==> src/rtl/frame_access_sequencer.sv <==
// frame_access_sequencer: arbitrates the shared camera-frame SDRAM buffer between
// camera capture, HPS pixel readout and VGA display, and drives the FIFO reloads.
`default_nettype none

module frame_access_sequencer #(
  parameter int FRAME_PIXELS = 307200,
  parameter int CAP_FRAMES   = 1,
  parameter int TIMEOUT_CYC  = 50000000,
  parameter int LOAD_CYC     = 4
) (
  input  logic        iCLK,
  input  logic        iRST,
  input  logic        iCAP_REQ,
  input  logic        iHPS_REQ,
  input  logic        iHPS_STEP,
  input  logic        iVGA_REQ,
  input  logic        iFVAL,
  output logic        oWR_EN,
  output logic        oRD_REQ,
  output logic        oRD_SEL,
  output logic        oLOAD,
  output logic        oBUSY,
  output logic [1:0]  oSTATE,
  output logic [18:0] oPIX_CNT,
  output logic        oFRAME_DONE,
  output logic        oERR
);

  localparam logic [1:0]  c_st_display  = 2'd0;
  localparam logic [1:0]  c_st_cap_arm  = 2'd1;
  localparam logic [1:0]  c_st_cap_run  = 2'd2;
  localparam logic [1:0]  c_st_hps_read = 2'd3;

  localparam logic [18:0] c_frame_pixels = 19'(FRAME_PIXELS);
  localparam logic [3:0]  c_cap_frames   = 4'(CAP_FRAMES);
  localparam logic [25:0] c_timeout_last = 26'(TIMEOUT_CYC - 1);
  localparam logic [3:0]  c_load_cyc     = 4'(LOAD_CYC);

  logic [1:0]  state_q, state_d;
  logic        fval_q;
  logic [3:0]  frame_cnt_q, frame_cnt_d;
  logic [25:0] to_cnt_q, to_cnt_d;
  logic [18:0] pix_cnt_q, pix_cnt_d;
  logic [3:0]  load_cnt_q, load_cnt_d;
  logic        load_q;
  logic        done_q, done_d;
  logic        err_q, err_d;
  logic        w_load_fire;

  logic        w_rise, w_fall, w_step_ok;
  logic [3:0]  w_frame_next;
  logic [18:0] w_pix_next;

  assign w_rise       = iFVAL & ~fval_q;
  assign w_fall       = ~iFVAL & fval_q;
  assign w_step_ok    = iHPS_STEP & ~load_q;
  assign w_frame_next = frame_cnt_q + 4'd1;
  assign w_pix_next   = pix_cnt_q + 19'd1;

  // State and counter registers
  always_ff @(posedge iCLK) begin
    if (iRST) begin
      state_q     <= c_st_display;
      fval_q      <= 1'b0;
      frame_cnt_q <= 4'd0;
      to_cnt_q    <= 26'd0;
      pix_cnt_q   <= 19'd0;
      load_cnt_q  <= 4'd0;
      load_q      <= 1'b0;
      done_q      <= 1'b0;
      err_q       <= 1'b0;
    end else begin
      state_q     <= state_d;
      fval_q      <= iFVAL;
      frame_cnt_q <= frame_cnt_d;
      to_cnt_q    <= to_cnt_d;
      pix_cnt_q   <= pix_cnt_d;
      load_cnt_q  <= load_cnt_d;
      load_q      <= (load_cnt_d != 4'd0);
      done_q      <= done_d;
      err_q       <= err_d;
    end
  end

  // Next-state and counter update
  always_comb begin
    state_d     = state_q;
    frame_cnt_d = frame_cnt_q;
    to_cnt_d    = to_cnt_q;
    pix_cnt_d   = pix_cnt_q;
    err_d       = err_q;
    done_d      = 1'b0;
    w_load_fire = 1'b0;
    case (state_q)
      c_st_display: begin
        if (iCAP_REQ) begin
          state_d     = c_st_cap_arm;
          err_d       = 1'b0;
          frame_cnt_d = 4'd0;
          to_cnt_d    = 26'd0;
          w_load_fire = 1'b1;
        end else if (iHPS_REQ) begin
          state_d     = c_st_hps_read;
          pix_cnt_d   = 19'd0;
          w_load_fire = 1'b1;
        end
      end
      c_st_cap_arm: begin
        if (w_rise) begin
          state_d = c_st_cap_run;
        end else if (to_cnt_q == c_timeout_last) begin
          state_d     = c_st_display;
          err_d       = 1'b1;
          w_load_fire = 1'b1;
        end else begin
          to_cnt_d = to_cnt_q + 26'd1;
        end
      end
      c_st_cap_run: begin
        if (w_fall) begin
          frame_cnt_d = w_frame_next;
          if (w_frame_next == c_cap_frames) begin
            state_d     = c_st_display;
            done_d      = 1'b1;
            w_load_fire = 1'b1;
          end
        end
      end
      c_st_hps_read: begin
        // A completing step wins over a simultaneous request drop.
        if (w_step_ok) pix_cnt_d = w_pix_next;
        if (w_step_ok && (w_pix_next == c_frame_pixels)) begin
          state_d     = c_st_display;
          done_d      = 1'b1;
          w_load_fire = 1'b1;
        end else if (!iHPS_REQ) begin
          state_d     = c_st_display;
          w_load_fire = 1'b1;
        end
      end
      default: state_d = c_st_display;
    endcase

    // A fire during an active pulse restarts the full width.
    if (w_load_fire)              load_cnt_d = c_load_cyc;
    else if (load_cnt_q != 4'd0)  load_cnt_d = load_cnt_q - 4'd1;
    else                          load_cnt_d = 4'd0;
  end

  // Datapath steering, combinational so pixel alignment is kept
  always_comb begin
    oWR_EN  = 1'b0;
    oRD_REQ = 1'b0;
    oRD_SEL = 1'b0;
    case (state_q)
      c_st_display:  oRD_REQ = iVGA_REQ;
      c_st_cap_run:  oWR_EN  = iFVAL;
      c_st_hps_read: begin
        oRD_SEL = 1'b1;
        oRD_REQ = w_step_ok;
      end
      default: ;
    endcase
  end

  assign oLOAD       = load_q;
  assign oBUSY       = (state_q != c_st_display);
  assign oSTATE      = state_q;
  assign oPIX_CNT    = pix_cnt_q;
  assign oFRAME_DONE = done_q;
  assign oERR        = err_q;

endmodule

`default_nettype wire

==> config.mk <==
export PLATFORM = sky130hd
export DESIGN_NAME = frame_access_sequencer
export DESIGN_NICKNAME = d
export VERILOG_FILES = /design/src/rtl/frame_access_sequencer.sv
export SDC_FILE = /design/constraint.sdc
export NUM_CORES = 1
export LEC_CHECK = 0
export CORE_ASPECT_RATIO = 1.25
export CORE_MARGIN = 5
export CORE_UTILIZATION = 45
export CTS_CLUSTER_DIAMETER = 80
export CTS_CLUSTER_SIZE = 12
export DETAILED_ROUTE_END_ITERATION = 7
export GPL_TIMING_DRIVEN = 1
export PLACE_DENSITY_LB_ADDON = 0.08
export REMOVE_ABC_BUFFERS = 1
export SETUP_SLACK_MARGIN = 0.4
export SLEW_MARGIN = 40
export SYNTH_ARGS = -nofsm -noshare
export SYNTH_HDL_FRONTEND = slang
export SYNTH_SLANG_ARGS = --single-unit
==> constraint.sdc <==
create_clock -name iCLK -period 9.6 [get_ports iCLK]
set_input_delay 1.44 -clock iCLK [delete_from_list [all_inputs] [get_ports iCLK]]
set_output_delay 1.44 -clock iCLK [all_outputs]
set_load 0.005 [all_outputs]
==> run_results.csv, run 1 <==
group,metric,value,unit
run_status,status,"finished, final reports clean",
global_route,grt_first_pass_wirelength,13.6,mm
global_route,grt_pass1_vias,2875,
floorplan,ios,35,
timing,max_slew_margin,44.7,%
clock_tree,clock_latency,340,ps
timing,clock_skew,10.9,ps
route,dr.pass1.iters,5,
yosys,syn_avg_cell_area,8.01,um^2
critical_path,cp-end-kind,"primary output",
route,wl_per_cell,14.4,um
floorplan,die_x,86.3,um
global_route,grt_use_total,18.2,%
yosys,ys_types,55,
clock_tree,clk_pin_slew,70,ps
final_layout,final_util,56.0,%
route,via_count,2957,
critical_path,crit_type,"in -> out",
place,portBuffers,34,
min_path,whs_path_depth,2,
floorplan,rows,34,
route,vias_per_cell,5.55,
yosys,seq_area_frac_synth,36.0,%
global_route,grt_max_degree,35,
clock_tree,cts_resized,0,
final_layout,area_delta_synth_final,20.0,%
timing,rsz0062_at_grt,"no",
final_layout,finalNonFillerCells,533,
clock_tree,postCtsHoldBufs,0,
timing,finalSetupViolCount,0,
place,dpl.cell_count,517,
critical_path,slowest_delay,510,ps
critical_path,timing.critical_path.buf_inv,2,
route,drc,0,
yosys,yosysTopAreaCell,"dfxtp_1",
clock_tree,cts-htree-levels,3,
floorplan,dieArea,9100,um^2
floorplan,initial_core_util,46.7,%
yosys,synth_area_leaders,"dfxtp_1 36%, nor2_1 7.4%, xor2_1 6.1%, a21oi_1 4.3%, ha_1 3.8%",
critical_path,path_max_fanout,3,
critical_path,cp.depth,4,
yosys,ys_async_sr_fraction,0,%
clock_tree,cts_setup_buffers,0,
yosys,synthFlopType,"dfxtp_1",
critical_path,start_kind,"input port",
timing,min_period_over_period,43.2,%
yosys,synth_seq_cells,59,
clock_tree,cts_made_buffers,9,
timing,tightest_slew,820,ps
power_and_ir_drop,power_density,189,nW/um^2
yosys,synth_edf_count,0,
yosys,ys_warn_count,0,
timing,finalHoldViolations,0,
power_and_ir_drop,ir_drop,0.0839,mV
critical_path,reg2regPathDepth,8,
critical_path,crit_top_cell,"clkdlybuf4s50_1",
place,dp_hpwl,5.43,mm
critical_path,worstPathRequired,8160,ps
power_and_ir_drop,p_leak,0.00135,uW
yosys,mappedNetlistArea,3280,um^2
final_layout,design_area,3930,um^2
critical_path,cp_slowest_cell,"clkdlybuf4s50_1",
timing,fmax,0.241,GHz
route,dr.first_iter.drc_count,105,
floorplan,die_h,105,um
place,post_dp_cell_area,3680,um^2
floorplan,core,7020,um^2
final_layout,fin_nets,455,
global_route,antenna_found_initial,0,
clock_tree,cts_root_buffer,"clkbuf_8",
timing,min_period,4150,ps
critical_path,path_cells,"clkdlybuf4s50_1, nand3b_1, a21oi_1, clkdlybuf4s50_1",
yosys,yosysTopAreaCellShare,36.0,%
yosys,yosys-top-cells-count,"65 x nor2_1, 59 x dfxtp_1, 32 x nand2_1",
clock_tree,cts_tree,"yes",
place,place.gp.congestion,0.821,
timing,tns,0,ps
clock_tree,clock_path_buffers,2,
route,totalWireLength,7.66,mm
min_path,hp-class,"reg -> reg",
clock_tree,cts_sinks,59,
final_layout,drive_above_1_share,8.35,%
run,drv_cap,0,
global_route,grt.overflow.total,0,
timing,finalMaxSlewViolations,0,
yosys,synthCells,409,
route,ant_nets,0,
yosys,synth_most_common_cell,"nor2_1",
final_layout,antenna_cells,0,
critical_path,cp_top_family,"buffers and inverters",
critical_path,crit_arrival,2710,ps
cells by family (layout without fill, tap and decap cells):
| group | Yosys count | count (layout) | share of synthesized area (%) |
|---|---|---|---|
| buf+inv | 33 | 67 | 4.47 |
| simple gates | 196 | 196 | 31.2 |
| fa+ha+maj | 10 | 10 | 3.82 |
| flops | 59 | 59 | 36.0 |
| mux | 7 | 7 | 2.37 |
| compound gates | 73 | 73 | 13.8 |
| xor+xnor | 31 | 31 | 8.29 |
tightest hold or removal path, cell delays in order (launching register included):
cell	delay, ps
dfxtp_1	310
inv_1	50
a21oi_1	50
layout by cell type, fill, tap and decap left out, types with 4 or more instances in the layout:
cell             count
nor3_1              12
nand4_1             16
ha_1                10
nor2_1              65
a21oi_1             27
nand3_1             19
and2_1               5
clkbuf_8            13
mux2i_1              4
a22oi_1              4
and3_1               4
dfxtp_1             59
inv_1               16
nand2_1             31
a311oi_1             6
o21ai_0             18
nand3b_1             4
xnor2_1              8
clkdlybuf4s50_1     34
nand2b_1            10
xor2_1              23
area by class of cell:
type,count,area [um^2]
multi-input cells,317,1980
clock buffers,13,179
fillers,675,3090
flip-flops and latches,59,1180
clock inverters,3,67.6
repair buffers,35,348
well taps,90,113
inverters,16,60.1
final timing paths:
kind,from,end,slack (ps)
setup / recovery,iHPS_STEP,oRD_REQ,5450
hold / removal,oERR,oERR,450
setup reg to reg,oPIX_CNT[0],load_cnt_q[0],6060
hold reg to reg,oERR,oERR,450
report_power, final:
group | switching [uW] | total [uW] | leakage, uW | internal, uW
clock | 101 | 275 | 0.000122 | 175
combinational | 119 | 196 | 0.000753 | 77.3
sequential | 13.5 | 272 | 0.000477 | 259
registers in the layout, summed over array words and instances (netlist names), 2 cells and up:
signal / count
frame_cnt_q: 4
load_cnt_q: 4
oPIX_CNT: 19
oSTATE: 2
to_cnt_q: 26
through the flow:
step | power (uW) | setup slack [ps] | hold WS (ps)
floorplan | 401 | 6470 | 437
global placement | 468 | 5490 | 434
detailed placement | 473 | 5450 | 448
CTS | 750 | 5450 | 457
global route | 786 | 5390 | 489
finish | 744 | 5450 | 453
routing by layer:
metal	routed length [um]	GRT usage, %	up-vias
li1	-	-	1494
met1	3440	22.5	1392
met2	3770	29.7	53
met3	243	3.59	18
met4	203	9.02	0
met5	0	0	-
No activity file was read; power rests on OpenSTA's default activity.
==> inputs of run 2 (changes only) <==
==> constraint.sdc (replaced) <==
create_clock -name iCLK -period 3.8 [get_ports iCLK]
set_input_delay 0.57 -clock iCLK [delete_from_list [all_inputs] [get_ports iCLK]]
set_output_delay 0.57 -clock iCLK [all_outputs]
set_load 0.005 [all_outputs]
==> run 2 against run 1 <==
  * Utilization shrank 0.18 points
  * Clock power grew 120%
  * Global-route usage is essentially flat
  * Routed wire length grew 1.4%
  * Hold slack lost 7.7 ps
  * Count of clock-buffer cells in the layout shrank 1
  * Cell count grew 0.94%
  * Critical path type is now reg -> reg
==> run_results.csv, run 2 (synthesis gave the netlist of run 1 again) <==
group,metric,value,unit
global_route,grt_use_total,18.2,%
critical_path,start_kind,"flip-flop",
floorplan,die_h,105,um
clock_tree,cts_tree,"yes",
critical_path,cp_top_family,"simple AND/OR/NAND/NOR gates",
power_and_ir_drop,pwr-share-clk,34.2,%
clock_tree,clock_path_buffers,2,
critical_path,r2r_start,"oPIX_CNT[0]",
route,via_count,3001,
timing,finalMaxSlewViolations,0,
critical_path,cp_slowest_cell,"or4b_4",
min_path,hold_start,"oERR",
min_path,hp-class,"reg -> reg",
route,drc,0,
timing,tightest_slew,582,ps
clock_tree,postCtsHoldBufs,0,
timing,tns,0,ps
power_and_ir_drop,p_leak,0.00138,uW
route,vias_per_cell,5.58,
timing,min_period,3130,ps
floorplan,rows,34,
timing,rsz0062_at_grt,"no",
run,drv_cap,0,
critical_path,reg2reg_setup_slack,670,ps
final_layout,largest_reg_flops,26,
global_route,grt_max_degree,35,
clock_tree,cts_root_buffer,"clkbuf_8",
critical_path,timing.rr.end,"load_cnt_q[0]",
global_route,gr-usage-met3,5.07,%
final_layout,design_area,3920,um^2
floorplan,dieArea,9100,um^2
route,wl_per_cell,14.4,um
critical_path,slowest_delay,560,ps
global_route,grt_pass1_vias,2967,
critical_path,timing.critical_path.buf_inv,0,
timing,finalHoldViolations,0,
power_and_ir_drop,switching_share,32.6,%
timing,whs,446,ps
final_layout,drive_above_1_share,8.93,%
route,dr.pass1.iters,4,
critical_path,worstPathRequired,4010,ps
timing,max_slew_margin,60.8,%
run_status,status,"finished, final reports clean",
power_and_ir_drop,switchingPower,583,uW
critical_path,path_cells,"ha_2, nand3_4, nor4_4, mux2_2, or4_4, or4b_4, a21oi_1, nor4_1",
power_and_ir_drop,seqPwrFrac,38.5,%
critical_path,cp-end-kind,"flip-flop",
global_route,grt.overflow.total,0,
timing,min_period_over_period,82.5,%
floorplan,ios,35,
critical_path,path_max_fanout,8,
route,dr.first_iter.drc_count,115,
place,portBuffers,34,
clock_tree,cts_sinks,59,
place,place.gp.congestion,0.794,
global_route,antenna_found_initial,0,
power_and_ir_drop,power_density,456,nW/um^2
place,post_dp_cell_area,3690,um^2
final_layout,fin_nets,460,
final_layout,antenna_cells,0,
min_path,whs_endpoint,"oERR",
clock_tree,cts-htree-levels,3,
clock_tree,clk_pin_slew,70,ps
clock_tree,cts_setup_buffers,0,
final_layout,final_common_cell,"nor2_1",
final_layout,final_cell_mix,"65 x nor2_1, 59 x dfxtp_1, 34 x clkdlybuf4s50_1, 31 x nand2_1, 28 x a21oi_1",
final_layout,area_delta_synth_final,19.6,%
global_route,grtUsageMet1,21.5,%
final_layout,num-fill-cells,690,
power_and_ir_drop,ir_drop,0.194,mV
floorplan,die_x,86.3,um
global_route,grt_first_pass_wirelength,13.5,mm
critical_path,crit_type,"reg -> reg",
floorplan,core,7020,um^2
final_layout,top_register,"to_cnt_q",
critical_path,reg2regPathDepth,8,
global_route,globalRouteMet2Util,30.9,%
clock_tree,cts_made_buffers,9,
floorplan,initial_core_util,46.7,%
min_path,whs_path_depth,2,
timing,finalSetupViolCount,0,
global_route,globalRoute.busiestLayer,"met2",
place,dp_hpwl,5.52,mm
power_and_ir_drop,internal_power,1200,uW
route,totalWireLength,7.76,mm
power_and_ir_drop,pwr-share-comb,27.2,%
route,ant_nets,0,
critical_path,crit_arrival,3340,ps
timing,clock_skew,9.53,ps
clock_tree,clock_latency,340,ps
timing,fmax,0.319,GHz
-- run 2: tightest hold or removal path, cell delays in order (launching register included) --
cell,delay (ps)
dfxtp_1,310
inv_1,40
a21oi_1,50
-- run 2: routing by layer --
metal | vias to the layer above | share of wire (%)
met1 | 1425 | 43
li1 | 1513 | -
met5 | - | 0
met3 | 11 | 4.4
met4 | 0 | 1.4
met2 | 52 | 51
-- run 2: how the worst max path moves through the flow --
stage                            from             to  slack (ps)  cells after the start
after floorplan           oPIX_CNT[0]  load_cnt_q[0]         670                      8
after global placement    oPIX_CNT[0]  load_cnt_q[1]         510                      8
after detailed placement  oPIX_CNT[0]  load_cnt_q[0]         380                      8
after CTS                 oPIX_CNT[0]  load_cnt_q[0]         460                      8
after global routing      oPIX_CNT[0]  load_cnt_q[1]         490                      8
final                     oPIX_CNT[0]  load_cnt_q[0]         670                      8
-- run 2: what timing repair did --
item / in CTS / in global routing
endpoints found under the setup margin: 3 / 6
pin swaps: 0 / 1
gates cloned: 0 / 0
resized for setup: 1 / 1
-- run 2: final cells by class --
class,instances,area [um^2],area share [%]
Multi-Input combinational cell,317,1970,50.2
Sequential cell,59,1180,30.1
Timing Repair Buffer,40,385,9.83
Clock buffer,12,165,4.21
Tap cell,90,113,2.87
Inverter,16,60.1,1.53
Clock inverter,4,47.5,1.21
-- run 2: per-stage QoR --
| stage | power [uW] | cells | worst slack (ps) | utilization (%) |
|---|---|---|---|---|
| 2_1_floorplan | 1010 | 392 | 672 | - |
| 3_3_place_gp | 1180 | 522 | 505 | 52.5 |
| 3_5_place_dp | 1190 | 522 | 377 | 52.6 |
| 4_1_cts | 1800 | 538 | 463 | 55.7 |
| 5_1_grt | 1900 | 538 | 486 | 55.8 |
| 6_report | 1790 | 538 | 666 | 55.8 |
-- run 2: power by group through the flow --
stage,Clock [uW],Combinational (uW),Sequential (uW)
2_1_floorplan,0,318,694
3_3_place_gp,0,477,702
3_5_place_dp,0,485,703
4_1_cts,628,487,689
5_1_grt,658,553,694
6_report,612,486,689
==> inputs of run 3 (changes only) <==
==> constraint.sdc (replaced) <==
create_clock -name iCLK -period 2.6 [get_ports iCLK]
set_input_delay 0.39 -clock iCLK [delete_from_list [all_inputs] [get_ports iCLK]]
set_output_delay 0.39 -clock iCLK [all_outputs]
set_load 0.005 [all_outputs]
==> run 3 against run 2 <==
  * Register-to-register slack got worse by 650 ps
  * Flip-flop and latch count did not move
  * Combinational power rose by 79%
  * Global-route usage rose by 1.5 points
  * Design area rose by 13%
  * Routed wire length rose by 10%
  * Total power rose by 64%
  * Cell count rose by 7.8%
  * Setup slack got worse by 650 ps
  * Largest cell class unchanged
  * Largest power group is now clock
==> run_results.csv, run 3 (synthesis gave the netlist of run 1 again) <==
group,metric,value,unit
run_status,status,"finished, final reports clean",
clock_tree,clk_pin_slew,70,ps
floorplan,ios,35,
clock_tree,cts_sinks,59,
route,ant_nets,0,
clock_tree,clock_latency,340,ps
place,place_ws,-288,ps
power_and_ir_drop,switching_share,31.9,%
final_layout,fin_nets,502,
place,place.gp.congestion,0.871,
power_and_ir_drop,ir_drop,0.413,mV
floorplan,initial_core_util,46.7,%
final_layout,final_cell_mix,"65 x nor2_1, 47 x dfxtp_1, 44 x buf_4, 34 x clkdlybuf4s50_1, 31 x nand2_1",
clock_tree,cts_root_buffer,"clkbuf_8",
min_path,hold_start,"oERR",
critical_path,start_kind,"flip-flop",
timing,clock_skew,7.35,ps
global_route,grt_use_total,19.7,%
critical_path,crit_arrival,2850,ps
power_and_ir_drop,pwr-share-comb,29.6,%
route,vias_per_cell,5.42,
floorplan,core,7020,um^2
final_layout,finalNonFillerCells,580,
route,drc,0,
final_layout,area_delta_synth_final,35.3,%
timing,finalMaxSlewViolations,0,
route,dr.first_iter.drc_count,114,
power_and_ir_drop,seqPwrFrac,34.4,%
critical_path,cp-end-kind,"flip-flop",
route,totalWireLength,8.54,mm
critical_path,worstPathRequired,2870,ps
place,dpl.cell_count,559,
clock_tree,postCtsHoldBufs,0,
timing,rsz0062_at_grt,"yes",
place,dp_hpwl,6.07,mm
global_route,grt_pass1_vias,3137,
clock_tree,cts_made_buffers,9,
critical_path,r2r_start,"oPIX_CNT[1]",
critical_path,critPathLaunch,"oPIX_CNT[1]",
timing,tightest_slew,491,ps
timing,whs,451,ps
final_layout,regArea,1200,um^2
power_and_ir_drop,pwr-share-clk,36.1,%
power_and_ir_drop,switchingPower,937,uW
timing,min_period_over_period,99.2,%
final_layout,top_register,"to_cnt_q",
final_layout,num-fill-cells,620,
timing,min_period,2580,ps
clock_tree,cts-htree-levels,3,
clock_tree,cts_tree,"yes",
global_route,grt.overflow.total,0,
route,wl_per_cell,14.7,um
power_and_ir_drop,power_density,663,nW/um^2
critical_path,crit_type,"reg -> reg",
timing,finalSetupViolCount,0,
floorplan,die_h,105,um
timing,finalHoldViolations,0,
min_path,hp-class,"reg -> reg",
global_route,antenna_found_initial,0,
floorplan,dieArea,9100,um^2
floorplan,rows,34,
run,drv_cap,0,
timing,worst_slack,20.3,ps
timing,max_slew_margin,67.1,%
power_and_ir_drop,internal_power,2000,uW
global_route,grt_first_pass_wirelength,14.6,mm
clock_tree,clock_path_buffers,2,
final_layout,drive_above_1_share,21.4,%
place,portBuffers,34,
final_layout,antenna_cells,0,
route,via_count,3146,
final_layout,multi_input_area,2100,um^2
final_layout,largest_reg_flops,26,
timing,fmax,0.388,GHz
power_and_ir_drop,p_leak,0.00167,uW
final_layout,final_common_cell,"nor2_1",
route,dr.pass1.iters,4,
floorplan,die_x,86.3,um
global_route,grt_max_degree,26,
critical_path,path_max_fanout,4,
==> run 3: repair_timing <==
action                     4_1_cts  5_1_grt
setup endpoints to repair       10       31
resized for setup               19       23
gates cloned                     0        1
setup buffers                    3        1
pin swaps                        8        7
==> run 3: cell type report <==
type | count | area share (%)
clock buffer | 10 | 3.10
clock inverter | 6 | 2.51
inverter | 16 | 1.35
multi-input combinational | 317 | 47.3
sequential | 59 | 27.0
tap | 90 | 2.54
timing repair buffer | 82 | 16.1
==> run 3: power by group through the flow <==
| stage | clock network (uW) | registers (uW) | logic (uW) |
|---|---|---|---|
| after global routing | 1130 | 1020 | 961 |
| after global placement | 0 | 1030 | 765 |
| after floorplan | 0 | 1010 | 465 |
| final | 1060 | 1010 | 868 |
| after detailed placement | 0 | 1030 | 779 |
| after CTS | 1080 | 1010 | 792 |
==> run 3: layer usage <==
metal  wire length (um)  part of all wire (%)  track usage [%]
met1               3680                    43             22.8
met2               4340                    51             34.7
met3                300                   3.5             4.68
met4                209                   2.4             7.13
met5                  0                     0                0
==> run 3: final timing paths <==
kind | to | slack, ps | cells past startpoint
max | load_cnt_q[2] | 20 | 9
min | oERR | 450 | 2
max reg2reg | load_cnt_q[2] | 20 | 9
min reg2reg | oERR | 450 | 2
==> run 3: critical path, stage by stage, from the launching register on <==
cell and delay [ps]:
dfxtp_2 340, ha_4 170, buf_4 140, a311o_1 340
o21ai_1 80, a22oi_1 110, or4_4 430, or4b_4 560
a21o_1 190, a31oi_1 150
==> run 3: per-stage QoR <==
step,utilization [%],cell area (um^2),setup TNS (ps),total power (uW)
after floorplan,-,3190,-3850,1480
after global placement,56.5,3970,-1690,1790
after detailed placement,56.6,3970,-1720,1800
after CTS,61.4,4310,0,2880
after global routing,63.2,4430,-155,3110
final,63.2,4430,0,2940
